<file path="src/rtl/spi_pkg.sv">
// Shared types and helpers for the SPI register-bank master.
package spi_pkg;

  typedef enum logic [2:0] {
    ST_IDLE,
    ST_SETUP,
    ST_SHIFT,
    ST_HOLD,
    ST_GAP
  } state_t;

  localparam int CMD_W      = 8;
  localparam int CMD_RW_BIT = 7;

  // Command byte: R/W flag on top, address zero-extended below it.
  function automatic logic [CMD_W-1:0] build_cmd(input logic rw,
                                                 input logic [CMD_RW_BIT-1:0] addr);
    return {rw, addr};
  endfunction

endpackage

</file>
<file path="src/rtl/spi_sclk_gen.sv">
// Serial clock divider: spi_clk toggles every CLK_DIV clk cycles while enabled,
// with strobes marking the clk edge on which spi_clk rises or falls.
module spi_sclk_gen #(
  parameter int CLK_DIV = 4
) (
  input  logic clk,
  input  logic rstb,
  input  logic en,
  output logic spi_clk,
  output logic phase_end,
  output logic rise_evt,
  output logic fall_evt
);

  localparam int DIV_W = (CLK_DIV > 1) ? $clog2(CLK_DIV) : 1;
  localparam logic [DIV_W-1:0] DIV_LAST = DIV_W'(CLK_DIV - 1);

  logic [DIV_W-1:0] div_q;

  // Parked at the terminal count so the first enabled edge raises spi_clk.
  assign phase_end = (div_q == DIV_LAST);
  assign rise_evt  = en && phase_end && !spi_clk;
  assign fall_evt  = en && phase_end && spi_clk;

  // NOTE: sequential state uses non-blocking (<=) so every flop samples pre-edge values.
  always_ff @(posedge clk or negedge rstb) begin
    if (!rstb) begin
      div_q   <= DIV_LAST;
      spi_clk <= 1'b0;
    end else if (!en) begin
      div_q   <= DIV_LAST;
      spi_clk <= 1'b0;
    end else if (phase_end) begin
      div_q   <= '0;
      spi_clk <= !spi_clk;
    end else begin
      div_q   <= div_q + 1'b1;
    end
  end

endmodule

</file>
<file path="src/rtl/spi_reg_master.sv">
// SPI mode-0 master issuing one register read/write frame per accepted request.
// Holds the frame FSM, the bit counter and the transmit/receive shift registers.
module spi_reg_master
  import spi_pkg::*;
#(
  parameter int ADDR_W  = 3,
  parameter int REG_W   = 8,
  parameter int CLK_DIV = 4,
  parameter int CS_GAP  = 2
) (
  input  logic              clk,
  input  logic              rstb,
  input  logic              ena,
  input  logic              req_valid,
  output logic              req_ready,
  input  logic              req_write,
  input  logic [ADDR_W-1:0] req_addr,
  input  logic [REG_W-1:0]  req_wdata,
  output logic              rsp_valid,
  output logic [REG_W-1:0]  rsp_rdata,
  output logic              busy,
  output logic              spi_cs_n,
  output logic              spi_clk,
  output logic              spi_mosi,
  input  logic              spi_miso
);

  localparam int FRAME_W = CMD_W + REG_W;
  localparam int CNT_MAX = (CLK_DIV > CS_GAP + 1) ? CLK_DIV : CS_GAP + 1;
  localparam int CNT_W   = $clog2(CNT_MAX);
  localparam int BIT_W   = $clog2(FRAME_W);

  state_t             state_q, state_d;
  logic [CNT_W-1:0]   cnt_q;
  logic [BIT_W-1:0]   bit_q;
  logic [FRAME_W-1:0] tx_q;
  logic [REG_W-1:0]   rx_q;
  logic [FRAME_W-1:0] frame;
  logic               accept, last_bit, div_done, sclk_en, rise_evt, fall_evt, frame_end;

  assign req_ready = rstb && ena && (state_q == ST_IDLE);
  assign accept    = req_valid && req_ready;
  assign busy      = (state_q != ST_IDLE);
  assign last_bit  = (bit_q == BIT_W'(FRAME_W - 1));
  assign spi_mosi  = tx_q[FRAME_W-1];
  assign frame     = {build_cmd(req_write, (CMD_W - 1)'(req_addr)),
                      req_write ? req_wdata : {REG_W{1'b0}}};
  assign frame_end = (state_q == ST_HOLD) && (state_d == ST_GAP);

  // The divider also times SETUP's final cycle so the first rise lands as SHIFT begins.
  assign sclk_en = (state_d == ST_SHIFT);

  spi_sclk_gen #(.CLK_DIV(CLK_DIV)) u_sclk (
    .clk       (clk),
    .rstb      (rstb),
    .en        (sclk_en),
    .spi_clk   (spi_clk),
    .phase_end (div_done),
    .rise_evt  (rise_evt),
    .fall_evt  (fall_evt)
  );

  // NOTE: every always_comb output gets a default first, so no path can infer a latch.
  always_comb begin
    state_d = state_q;
    unique case (state_q)
      ST_IDLE:  if (accept) state_d = ST_SETUP;
      ST_SETUP: if (cnt_q == CNT_W'(CLK_DIV - 1)) state_d = ST_SHIFT;
      ST_SHIFT: if (div_done && !spi_clk && last_bit) state_d = ST_HOLD;
      ST_HOLD:  if (cnt_q == CNT_W'(CLK_DIV - 1)) state_d = ST_GAP;
      // GAP covers the response cycle plus CS_GAP idle cycles with chip select high.
      ST_GAP:   if (cnt_q == CNT_W'(CS_GAP)) state_d = ST_IDLE;
      default:  state_d = ST_IDLE;
    endcase
  end

  always_ff @(posedge clk or negedge rstb) begin
    if (!rstb) begin
      state_q   <= ST_IDLE;
      cnt_q     <= '0;
      bit_q     <= '0;
      tx_q      <= '0;
      rx_q      <= '0;
      spi_cs_n  <= 1'b1;
      rsp_valid <= 1'b0;
      rsp_rdata <= '0;
    end else begin
      state_q   <= state_d;
      cnt_q     <= (state_d != state_q) ? '0 : cnt_q + 1'b1;
      spi_cs_n  <= !(state_d inside {ST_SETUP, ST_SHIFT, ST_HOLD});
      rsp_valid <= frame_end;

      if (accept) begin
        tx_q  <= frame;
        bit_q <= '0;
      end else if (fall_evt && !last_bit) begin
        tx_q  <= {tx_q[FRAME_W-2:0], 1'b0};
      end

      // The first rise happens on SETUP's last edge and belongs to bit 0.
      if (rise_evt) begin
        rx_q <= {rx_q[REG_W-2:0], spi_miso};
        if (state_q == ST_SHIFT) bit_q <= bit_q + 1'b1;
      end

      if (frame_end) rsp_rdata <= rx_q;
    end
  end

endmodule

</file>
<file path="config.mk">
export PLATFORM = sky130hd
export DESIGN_NAME = spi_reg_master
export DESIGN_NICKNAME = d
export VERILOG_FILES = /design/src/rtl/spi_pkg.sv /design/src/rtl/spi_sclk_gen.sv /design/src/rtl/spi_reg_master.sv
export SDC_FILE = /design/constraint.sdc
export NUM_CORES = 1
export LEC_CHECK = 0
export BUFFER_PORTS_ARGS = -buffer_cell sky130_fd_sc_hd__buf_2
export CELL_PAD_IN_SITES_DETAIL_PLACEMENT = 0
export CELL_PAD_IN_SITES_GLOBAL_PLACEMENT = 1
export CORE_UTILIZATION = 44
export CTS_CLUSTER_DIAMETER = 150
export CTS_CLUSTER_SIZE = 12
export DETAILED_ROUTE_END_ITERATION = 6
export PLACE_DENSITY = 0.84
export SLEW_MARGIN = 25
export SYNTH_ARGS = -nofsm -noshare
export SYNTH_HDL_FRONTEND = slang
export SYNTH_HIERARCHICAL = 1
export SYNTH_SLANG_ARGS = --single-unit
</file>
<file path="constraint.sdc">
create_clock -name clk -period 3.4 [get_ports clk]
set_input_delay 1.02 -clock clk [delete_from_list [all_inputs] [get_ports clk]]
set_output_delay 1.02 -clock clk [all_outputs]
set_load 0.005 [all_outputs]
</file>
==> results.ini <==
[power]
p_sw_share_pct=34.0
pwr-share-seq_pct=50.3
power_density_nw_per_um2=804
clkPwrFrac_pct=16.5
total_leakage_power_nw=1.07
power.internal_mw=1.26
switchingPower_mw=0.646
vdd_drop_max_v=0.000355
combPwrFrac_pct=33.2
power_mw=1.90

[timing]
worst_hold_slack_ns=0.476
relSlewSlack_pct=61.2
period_share_pct=82.0
rsz0062_at_grt=no
slew_viol_final=0
max_clock_freq_mhz=359
timing.final.crit_period_ns=2.79
setup_viol=0
setup_tns_ns=0
skew_ns=0.0115
worst_slew_pin_slew_ns=0.580
hold_viol_final=0

[floorplan]
fp.dieArea_um2=5100
initial_core_util_pct=47.1
die_y_um=71.4
io_pins=31
fp.dieW_um=71.4
core_area_um2=4500
rows=24

[synth]
synth.area.top_cells=dfrtp_1 (51%), mux2_2 (8.5%), nand3_1 (4.5%)
syn-instance-count=192
synthFlopType=dfrtp_1
ys_seq_area_share_pct=54.5
syn_area_um2=2120
async_flop_share_pct=100
syn_area_per_cell_um2=11.0
syn_nets=214
yosysUniqueCellTypes=37
yosysWarnings=6
ys_ff_latch=46
synth_top_area_share_pct=50.8
synth_edf_count=0
synth_largest_area_cell=dfrtp_1

[setup_path]
crit_arrival_ns=1.77
crit_fanout=16
cp-start-kind=register
endpoint_kind=output pin
cp.required_ns=2.38
worstSetupPathType=register to output pin

[clock_network]
clock_latency_ns=0.29
htreeDepth=2
root_buffer=clkbuf_8
cts-resized-gates=0
cts_setup_buffers=0
cts.sinks=46
ctsHoldBuffers=0
cts_tree=yes
cts_buffers=5
path_clk_slew_ns=0.09
clockBufferDepth=2

[global_routing]
antenna_found_initial=0
grt_use_total_pct=18.3
grt_pass1_vias=1569
grt_overflow=0
grt_max_degree=47
grt_pass1_wl_um=7200

[drt]
drt-initial-drc-count=112
first_pass_iters=6
ant_nets=0
avgViaCountPerCell=5.77
drc=1
detail_route.wl_per_cell_um=15.5
wirelength_um=4170
vias=1558

[layout]
syn_to_final_growth_pct=11.6
finalNetCount=239
drive_above_1_share_pct=28.9
fillCellCount=404
finish.instance_area_um2=2370
antenna_cells=0

[placed_design]
place.port_buffers=30
gp_congestion=0.765
hpwl_um=2700
place_area_um2=2280

[min_path]
hp-class=register to register

[run_status]
failed_checks=DRC
run_status=finished, violations left

[job]
maxCapViolCount=0

## final cells by class
| cell class | count | area, um^2 | share of cell area (%) |
|---|---|---|---|
| inverter | 5 | 18.8 | 0.793 |
| multi-input combinational | 126 | 872 | 36.9 |
| clock buffer | 6 | 72.6 | 3.07 |
| sequential | 46 | 1150 | 48.8 |
| timing repair buffer | 33 | 173 | 7.30 |
| tap | 52 | 65.1 | 2.75 |
| clock inverter | 2 | 10.0 | 0.423 |
## routing by layer
metal / up-vias / GRT usage [%] / part of all wire, %
met5: - / 0 / 0
met4: 0 / 8.89 / 2.5
met3: 9 / 3.38 / 2.6
met2: 24 / 29.6 / 48
met1: 770 / 23.9 / 47
li1: 755 / - / -
## placed cells by master, fill, tap and decap left out, drive strengths merged, types with 2 or more instances in the layout
cell type  Yosys  routed
nor2           3       3
inv            5       5
nand3         19      19
buf            5      33
clkinv         0       2
o21ai         19      19
dfstp          3       3
clkbuf        10       6
ha             5       5
dfrtp         43      43
mux2i          2       2
and3           2       2
nor3           6       6
mux2          16      16
a31oi         12      12
a211oi         8       8
o21a           4       4
nand2          6       6
a21oi          8       8
## per-stage QoR
stage               setup slack, ns  instances  utilization [%]
global placement              0.845        262             50.7
finish                        0.613        270             52.5
floorplan                     0.868        192                -
detailed placement            0.811        262             50.7
global route                  0.445        270             52.5
CTS                           0.630        270             52.5
## critical path, cell delays in order, from the launching register on
cell and delay, ns:
dfrtp_1 0.50, or3_1 0.65, nor2_1 0.19, buf_2 0.13
## synth_stat cells (2+ instances only)
| master | count |
|---|---|
| o21a_1 | 4 |
| ha_1 | 5 |
| a211oi_1 | 8 |
| nand3_1 | 19 |
| dfrtp_1 | 43 |
| nor3_1 | 6 |
| a21oi_1 | 8 |
| o21ai_0 | 19 |
| mux2_2 | 16 |
| nand2_1 | 6 |
| dfstp_2 | 3 |
| buf_6 | 2 |
| mux2i_1 | 2 |
| clkbuf_1 | 10 |
| inv_1 | 5 |
| a31oi_1 | 12 |
| buf_2 | 2 |
| nor2_1 | 3 |
## final timing paths
| kind | cells after the start | startpoint | slack, ns | to |
|---|---|---|---|---|
| setup / recovery | 3 | state_q[0]$_DFF_PN0_ | 0.61 | req_ready |
| hold / removal | 1 | cnt_q[0]$_DFF_PN0_ | 0.48 | cnt_q[0]$_DFF_PN0_ |
| setup reg to reg | 8 | u_sclk/div_q[0]$_DFF_PN1_ | 0.72 | tx_q[1]$_DFFE_PN0P_ |
| hold reg to reg | 1 | cnt_q[0]$_DFF_PN0_ | 0.48 | cnt_q[0]$_DFF_PN0_ |
| max in group asynchronous | 2 | rstb | 2.11 | u_sclk/div_q[0]$_DFF_PN1_ |
| min in group asynchronous | 2 | rstb | 0.90 | tx_q[4]$_DFFE_PN0P_ |
## power groups by stage
stage / Combinational, mW / Sequential, mW / Clock (mW)
6_report: 0.631 / 0.957 / 0.314
5_1_grt: 0.723 / 0.988 / 0.344
3_5_place_dp: 0.628 / 0.962 / 0
3_3_place_gp: 0.615 / 0.955 / 0
2_1_floorplan: 0.501 / 0.909 / 0
4_1_cts: 0.639 / 0.955 / 0.327
## sequential cells by signal, indices dropped and copies added, names as in the netlist
name and count:
tx_q 16, bit_q 4, rx_q 8, state_q 3, u_sclk/spi_clk 1, spi_cs_n 1, u_sclk/div_q 2, rsp_rdata 8
cnt_q 2, rsp_valid 1
## cells by family after synthesis
| group | share of synthesized area, % |
|---|---|
| AO/OA/AOI/OAI | 16.4 |
| XOR/XNOR | 0.413 |
| adder cells (fa/ha/maj) | 2.95 |
| buffers and inverters | 4.37 |
| flip-flops | 54.5 |
| multiplexers | 9.45 |
| AND/OR/NAND/NOR | 12.0 |
(Power assumes the default switching activity.)
